`config.mk`:
```
export PLATFORM = sky130hd
export DESIGN_NAME = cosim_commit_serializer
export DESIGN_NICKNAME = d
export VERILOG_FILES = /design/src/rtl/cosim_commit_serializer.sv
export SDC_FILE = /design/constraint.sdc
export NUM_CORES = 2
export LEC_CHECK = 0
export CAP_MARGIN = 10
export CORE_UTILIZATION = 50
export CTS_BUF_LIST = sky130_fd_sc_hd__clkbuf_8
export CTS_CLUSTER_SIZE = 40
export DETAILED_ROUTE_END_ITERATION = 7
export PLACE_DENSITY = 0.65
export SYNTH_ARGS = -nofsm -noshare
export SYNTH_HDL_FRONTEND = slang
export SYNTH_MEMORY_MAX_BITS = 65536
export SYNTH_SLANG_ARGS = --single-unit
```
`constraint.sdc`:
```
create_clock -name clock -period 170.8 [get_ports clock]
set_clock_uncertainty 0.1 [all_clocks]
set_input_delay 17.08 -clock clock [delete_from_list [all_inputs] [get_ports clock]]
set_output_delay 17.08 -clock clock [all_outputs]
set_load 0.1 [all_outputs]
```
`src/rtl/cosim_commit_serializer.sv`:
```
// Commit-bundle serializer between the ROB and the Dromajo co-sim checker.
// Optional counters are enabled with `define COSIM_SERIALIZER_STATS_EN.
module cosim_commit_serializer #(
  parameter int COMMIT_WIDTH = 2,
  parameter int XLEN         = 64,
  parameter int DEPTH        = 8
) (
  input  logic                         clock,
  input  logic                         reset,
  input  logic [COMMIT_WIDTH-1:0]      in_valid,
  input  logic [31:0]                  in_hartid,
  input  logic [XLEN*COMMIT_WIDTH-1:0] in_pc,
  input  logic [32*COMMIT_WIDTH-1:0]   in_inst,
  input  logic [XLEN*COMMIT_WIDTH-1:0] in_wdata,
  input  logic [XLEN*COMMIT_WIDTH-1:0] in_mstatus,
  input  logic [COMMIT_WIDTH-1:0]      in_check,
  input  logic                         in_int_xcpt,
  input  logic [XLEN-1:0]              in_cause,
  output logic                         in_ready,
  output logic                         out_valid,
  input  logic                         out_ready,
  output logic [31:0]                  out_hartid,
  output logic [XLEN-1:0]              out_pc,
  output logic [31:0]                  out_inst,
  output logic [XLEN-1:0]              out_wdata,
  output logic [XLEN-1:0]              out_mstatus,
  output logic                         out_check,
  output logic                         out_trap_valid,
  output logic [XLEN-1:0]              out_cause,
`ifdef COSIM_SERIALIZER_STATS_EN
  output logic                         overflow,
  output logic [63:0]                  stat_commits,
  output logic [31:0]                  stat_traps,
  output logic [63:0]                  stat_stall_cycles
`else
  output logic                         overflow
`endif
);

  localparam int CW = COMMIT_WIDTH;
  localparam int AW = $clog2(DEPTH);
  localparam int LW = (CW > 1) ? $clog2(CW) : 1;

  typedef struct packed {
    logic [CW-1:0]      vld;
    logic [31:0]        hartid;
    logic [CW*XLEN-1:0] pc;
    logic [CW*32-1:0]   inst;
    logic [CW*XLEN-1:0] wdata;
    logic [CW*XLEN-1:0] mstatus;
    logic [CW-1:0]      chk;
    logic               trap;
    logic [XLEN-1:0]    cause;
  } entry_t;

  typedef enum logic [1:0] {
    IDLE,
    LANE,
    TRAP
  } state_e;

  // {found, index} of the lowest set bit of v at or above from
  function automatic logic [LW:0] first_from(
    input logic [CW-1:0] v,
    input int            from
  );
    logic [LW:0] r;
    r = '0;
    for (int i = CW - 1; i >= 0; i--) begin
      if (v[i] && i >= from) r = {1'b1, LW'(i)};
    end
    return r;
  endfunction

  entry_t          mem_q [DEPTH];
  entry_t          head_q, head_d;
  entry_t          in_e, src_e;
  state_e          state_q, state_d;
  logic [LW-1:0]   lane_q, lane_d;
  logic [AW:0]     count_q, count_d;
  logic [AW-1:0]   rptr_q, wptr_q;
  logic [AW-1:0]   rd_idx;
  logic [AW:0]     rem;
  logic            in_ready_q, in_ready_d;
  logic            ovf_q, ovf_d;
  logic            enq_req, enq, pop, full;
  logic            want_load;
  logic [LW:0]     nxt, first;

  always_comb begin
    in_e         = '0;
    in_e.vld     = in_valid;
    in_e.hartid  = in_hartid;
    in_e.pc      = in_pc;
    in_e.inst    = in_inst;
    in_e.wdata   = in_wdata;
    in_e.mstatus = in_mstatus;
    in_e.chk     = in_check;
    in_e.trap    = in_int_xcpt;
    in_e.cause   = in_cause;
  end

  always_comb begin
    state_d   = state_q;
    lane_d    = lane_q;
    head_d    = head_q;
    pop       = 1'b0;
    want_load = 1'b0;
    first     = '0;
    nxt       = first_from(head_q.vld, int'(lane_q) + 1);

    unique case (state_q)
      IDLE: want_load = 1'b1;
      LANE: begin
        if (out_ready) begin
          if (nxt[LW]) begin
            lane_d = nxt[LW-1:0];
          end else if (head_q.trap) begin
            state_d = TRAP;
          end else begin
            pop       = 1'b1;
            want_load = 1'b1;
          end
        end
      end
      TRAP: begin
        if (out_ready) begin
          pop       = 1'b1;
          want_load = 1'b1;
        end
      end
      default: state_d = IDLE;
    endcase

    enq_req = (|in_valid) | in_int_xcpt;
    full    = (count_q == (AW+1)'(DEPTH));
    // A pop in the same cycle frees the slot for a full-FIFO enqueue
    enq     = enq_req && (!full || pop);
    ovf_d   = ovf_q | (enq_req && full && !pop);

    rem    = count_q - (AW+1)'(pop);
    rd_idx = rptr_q + AW'(pop);
    src_e  = (rem != '0) ? mem_q[rd_idx] : in_e;

    // Empty FIFO with an enqueue bypasses the input into the head
    if (want_load) begin
      if (rem != '0 || enq) begin
        head_d  = src_e;
        first   = first_from(src_e.vld, 0);
        lane_d  = first[LW-1:0];
        state_d = first[LW] ? LANE : TRAP;
      end else begin
        state_d = IDLE;
      end
    end

    count_d    = count_q + (AW+1)'(enq) - (AW+1)'(pop);
    in_ready_d = (count_d != (AW+1)'(DEPTH));
  end

  always_ff @(posedge clock) begin
    if (enq) mem_q[wptr_q] <= in_e;
  end

  always_ff @(posedge clock or negedge reset) begin
    if (!reset) begin
      state_q    <= IDLE;
      lane_q     <= '0;
      head_q     <= '0;
      count_q    <= '0;
      rptr_q     <= '0;
      wptr_q     <= '0;
      in_ready_q <= 1'b1;
      ovf_q      <= 1'b0;
    end else begin
      state_q    <= state_d;
      lane_q     <= lane_d;
      head_q     <= head_d;
      count_q    <= count_d;
      rptr_q     <= rptr_q + AW'(pop);
      wptr_q     <= wptr_q + AW'(enq);
      in_ready_q <= in_ready_d;
      ovf_q      <= ovf_d;
    end
  end

  logic [XLEN-1:0] lane_pc, lane_wdata, lane_mstatus;
  logic [31:0]     lane_inst;

  always_comb begin
    lane_pc      = head_q.pc[int'(lane_q)*XLEN +: XLEN];
    lane_wdata   = head_q.wdata[int'(lane_q)*XLEN +: XLEN];
    lane_mstatus = head_q.mstatus[int'(lane_q)*XLEN +: XLEN];
    lane_inst    = head_q.inst[int'(lane_q)*32 +: 32];
  end

  assign in_ready       = in_ready_q;
  assign overflow       = ovf_q;
  assign out_valid      = (state_q == LANE);
  assign out_trap_valid = (state_q == TRAP);
  assign out_pc         = out_valid ? lane_pc : '0;
  assign out_inst       = out_valid ? lane_inst : '0;
  assign out_wdata      = out_valid ? lane_wdata : '0;
  assign out_mstatus    = out_valid ? lane_mstatus : '0;
  assign out_check      = out_valid & head_q.chk[lane_q];
  assign out_cause      = out_trap_valid ? head_q.cause : '0;
  assign out_hartid     = (out_valid | out_trap_valid) ? head_q.hartid : '0;

`ifdef COSIM_SERIALIZER_STATS_EN
  logic [63:0] commits_q, stalls_q;
  logic [31:0] traps_q;

  always_ff @(posedge clock or negedge reset) begin
    if (!reset) begin
      commits_q <= '0;
      traps_q   <= '0;
      stalls_q  <= '0;
    end else begin
      if (out_valid && out_ready && commits_q != '1)
        commits_q <= commits_q + 64'd1;
      if (out_trap_valid && out_ready && traps_q != '1)
        traps_q <= traps_q + 32'd1;
      if (!in_ready_q && enq_req && stalls_q != '1)
        stalls_q <= stalls_q + 64'd1;
    end
  end

  assign stat_commits      = commits_q;
  assign stat_traps        = traps_q;
  assign stat_stall_cycles = stalls_q;
`endif

endmodule

```
== After elaboration in Yosys (flattened, before gate mapping) ==
Memories as Yosys holds them, arrays and structs flattened.
Cells that the tools add are included.
Storage, ports and cells
  flip-flop bits (word level): 564
  bits in latches: 0
  RAM bits: 4392
  bits in read-only memories: 0
  bits of input ports: 552
  output and inout port bits: 325
  logic and storage cells: 92
  memories kept: 1
Operators by class
  add/sub/neg operators: 6
  multiply operators: 0
  divide/modulo/power cells: 0
  magnitude comparators: 3
  equality and inequality tests: 8
  shifts and indexed selects: 4
  mux-type cells: 35
  bitwise logic cells: 4
  reductions and logical operators: 15
Memory list
  mem_q: words 8, width 549, rd ports 1, clocked after memory_dff 0, wr ports 1, RTL line 75  | entry_t mem_q [DEPTH];
Operators by type and width (number)
  $mux W549: 1
  $shiftx A128 B8 Y64: 3
  $mux W64: 4
  $mux W32: 2
  $shiftx A64 B7 Y32: 1
  $mux W2: 12
  $mux W1: 13
  $sub A4 B1 Y4: 2
  $add A3 B1 Y3: 2
  $ne A3 B1 Y1 const B: 2
  $logic_and A1 B1 Y1: 5
  $add A4 B1 Y4: 1
  $eq A4 B4 Y1 const B: 1
  $ge A1 B2 Y1 const A: 2
  $ne A4 B4 Y1 const B: 1
  $pmux W2 S2: 1
  $reduce_and A4 Y1: 1
  $reduce_bool A4 Y1: 1
  $reduce_or A2 Y1: 2
  $ne A3 B3 Y1 const B: 1
  $or A1 B1 Y1: 3
  $pmux W1 S3: 1
  $add A1 B1 Y2 const B: 1
  $eq A2 B1 Y1 const B: 1
  9 further kinds: 11

== Depth between registers and ports, before layout ==
  depth after elaboration: 18
  mapped depth: 14
  depth with buffers taken out: 13

== Least setup slack after synthesis ==
No wires, ideal clock.
  path kind: input to register
  from: input out_ready
  to: memory mem_q[0][0] (netlist bit) (enable)
  setup time: 2.801 ns
  arrival: 68.946 ns
  required time: 167.899 ns
  setup slack: 98.953 ns
  stages: 4
  path buffers: 0
  path through: nand2_1 o2111ai_2 o31ai_2 nor4_1
Between the ends
  word-level cells in the longest chain between the ends: 6
  elaborated cells between the ends (all ways): 7
  classes of those cells: mux: 5; reduce/logical: 2
RTL lines
  start: declaration: RTL line 21  | input logic out_ready,
  $mux W1, on equally long branches: RTL line 127, 115
  $pmux W1 S2 *: RTL line 112  | unique case (state_q)
  $logic_or A1 B1 Y1 *: RTL line 138  | enq = enq_req && (!full || pop);
  $logic_and A1 B1 Y1 *: RTL line 138
  $mux W1 *: RTL line 162  | if (enq) mem_q[wptr_q] <= in_e;
  $mux W1 (implied by the code) *: RTL line 162
  end: declaration: RTL line 75
Mark *: on every way between the ends. The rest lies on a longest branch, timed or not.

== Worst setup path after layout ==
  from: register lane_q
  to: output out_pc[57]
Between the ends
  word-level cells in the longest chain between the ends: 2
RTL lines
  start: declaration: RTL line 79  | logic [LW-1:0] lane_q, lane_d;
  start signal: assignment: RTL line 177  | lane_q <= lane_d;
  $shiftx A128 B8 Y64: RTL line 191  | lane_pc = head_q.pc[int'(lane_q)*XLEN +: XLEN];
  $mux W64: RTL line 201  | assign out_pc = out_valid ? lane_pc : '0;
  end: declaration: RTL line 23  | output logic [XLEN-1:0] out_pc,
No other way between the ends.

==> impl_metrics.json <==
{
  "outcome": "finished, violations left",
  "violations": "DRC",
  "die_y_um": 623.5,
  "start_util_pct": 50.38,
  "fmax_mhz": 43.55,
  "grt_pass1_vias": 104200,
  "slowest_delay_ns": 1.25,
  "synthArstFlopShare_pct": 11.36,
  "core_area_mm2": 0.3834,
  "dieArea_mm2": 0.3888,
  "post_cts_buffers": 0,
  "cp_max_fo": 100,
  "fillers": 28010,
  "cts_num_sinks": 4955,
  "rsz0062_at_grt": "no",
  "gp_congestion": 0.7708,
  "whs_ns": 0.3775,
  "ant_nets": 0,
  "critPathRequiredTime_ns": 153.62,
  "slew_violations": 0,
  "ys_seq_elements": 4955,
  "areaGrowthSynthToFinish_pct": 15.29,
  "io_pins": 877,
  "drt_wl_total_um": 495300,
  "crit_chain": "buf_12, buf_4, mux2i_1, nor2b_1, clkdlybuf4s50_1",
  "grt_first_pass_wirelength_um": 717000,
  "drv_cap": 0,
  "power_leakage_nw": 78.60,
  "ys_seq_area_share_pct": 75.58,
  "grt.overflow.total": 0,
  "final_common_cell": "edfxtp_1",
  "yosysUniqueCellTypes": 43,
  "cts.repair.resized": 0,
  "nets": 11260,
  "synth_ff_type": "edfxtp_1",
  "cts_tree": "yes",
  "drc_errors": 6,
  "critPathBufInv": 3,
  "clk_pin_slew_worst_paths_ns": 0.06,
  "die_x_um": 623.5,
  "muxShareOfSynthArea_pct": 16.85,
  "setup_viol": 0,
  "drive_gt1_share_pct": 20.35,
  "power-per-cell-area_mw_per_mm2": 20.37,
  "synthSimpleGateAreaFrac_pct": 1.131,
  "period_share_pct": 13.44,
  "grt_max_degree": 161,
  "hp-class": "reg -> reg",
  "grt_usage_pct": 25.21,
  "maxSlewHeadroom_pct": 15.84,
  "final_cells": 16500,
  "clockBufferDepth": 4,
  "h-tree-depth": 6,
  "vias": 98790,
  "synth_area_per_cell_um2": 20.50,
  "synth_edf_count": 4392,
  "wl_per_cell_um": 30.01,
  "placed_area_mm2": 0.2075,
  "hold_viol_final": 0,
  "clk_latency_ns": 1.23,
  "drtIter0Drc": 11060,
  "critPathTopFamily": "buffers and inverters",
  "cts_buffers": 777,
  "drtPass1Iterations": 8,
  "vias_per_cell": 5.987,
  "vdd_drop_max_uv": 29.56,
  "worst_pin_slew_ns": 1.258,
  "antenna_found_initial": 192,
  "synth_area_mm2": 0.1932,
  "synthXorXnorAreaFrac_pct": 0.02202,
  "synth_compound_area_share_pct": 2.899,
  "portBuffers": 876,
  "dp_hpwl_um": 261800,
  "synth_top_family_by_area": "multiplexers",
  "path_class": "reg -> out",
  "final_area_mm2": 0.2227,
  "yosys_warnings": 0,
  "period_needed_ns": 22.96,
  "hold_buffers": 0,
  "final_cell_mix": "edfxtp_1 (4392), inv_1 (1427), mux4_2 (1096)",
  "worst_setup_path_end_kind": "primary output",
  "synth_nets": 9988,
  "synth_cells": 9420,
  "crit_slowest_cell": "clkdlybuf4s50_1",
  "root_buffer": "clkbuf_8",
  "dp.cells": 14950,
  "std_cell_rows": 227,
  "setup_tns_ns": 0,
  "cp.arrival_ns": 5.78,
  "critPathLaunchType": "register",
  "synth_fa_ha_area_share_pct": 0.1075
}
-- sequential cells by signal, summed over array words and instances (netlist names) --
name / count
rptr_q: 3
lane_q: 1
mem_q: 4392
in_ready: 1
overflow: 1
state_q: 2
count_q: 4
wptr_q: 3
head_q: 548
-- final timing paths --
kind,start,to,slack [ns],cells past startpoint
worst max-delay path,lane_q,out_pc[57],147.84,5
worst min-delay path,overflow,overflow,0.38,1
worst max register to register,state_q[1],head_q[15],163.11,15
worst min register to register,overflow,overflow,0.38,1
max in group asynchronous,reset,head_q[13],150.81,6
min in group asynchronous,reset,head_q[425],15.86,1
-- stage by stage --
step	setup slack, ns	utilization (%)	total power (W)
6_report	147.84	58.08	0.004536
3_3_place_gp	147.77	54.13	0.003586
2_1_floorplan	98.95	-	0.003428
4_1_cts	147.44	58.02	0.004575
3_5_place_dp	147.70	54.13	0.003624
5_1_grt	147.44	58.06	0.004726
-- cell usage after synthesis, drive strengths merged, types with 2 or more instances --
cell | n | area (um^2)
edfxtp | 4392 | 131900
mux2 | 5 | 56.30
a222oi | 547 | 5475
o21bai | 3 | 26.27
mux2i | 779 | 7797
a31oi | 2 | 12.51
a21oi | 2 | 10.01
nor2 | 6 | 22.52
nand2b | 3 | 18.77
xor2 | 3 | 33.79
ha | 15 | 187.7
clkbuf | 206 | 773.2
nor3 | 7 | 40.04
mux4 | 1096 | 24680
dfrtp | 562 | 14060
and2 | 96 | 600.6
buf | 341 | 1685
inv | 1105 | 4148
nand2 | 5 | 18.77
nand3 | 2 | 10.01
nor2b | 228 | 1426
-- kinds of logic after synthesis --
family,after synthesis
AOI/OAI and AO/OA,560
xor gates and xnor gates,4
adders and majority gates,16
buffers and inverters,1652
DFF,4955
muxes,1880
and+or+nand+nor,353
-- routing by layer --
layer / wire (um) / vias to the layer above / track usage [%]
met5: 701 / - / 0
met4: 16760 / 112 / 9.731
met3: 40250 / 1021 / 5.693
met2: 243900 / 4298 / 41.15
met1: 193600 / 52460 / 33.22
li1: - / 40900 / -
-- final cells by class --
type                       instances  area, um^2  share of cell area (%)
timing repair buffer            1042       10430                   4.683
clock inverter                   605        3025                   1.359
antenna                           80       200.2                 0.08990
clock buffer                     864       11890                   5.340
tap                             5038        6304                   2.831
multi-input combinational       2813       40710                   18.28
inverter                        1105        4148                   1.863
sequential                      4955      146000                   65.55
-- power breakdown --
group	switching, W	internal [W]	total, W	leakage (nW)
Sequential	0.000102	0.00169	0.00179	46.4
Combinational	0.00114	0.000652	0.00179	23.3
Clock	0.000467	0.000485	0.000952	8.84
Total	0.00171	0.00283	0.00454	78.6
Power figures use the tool's default switching activity.
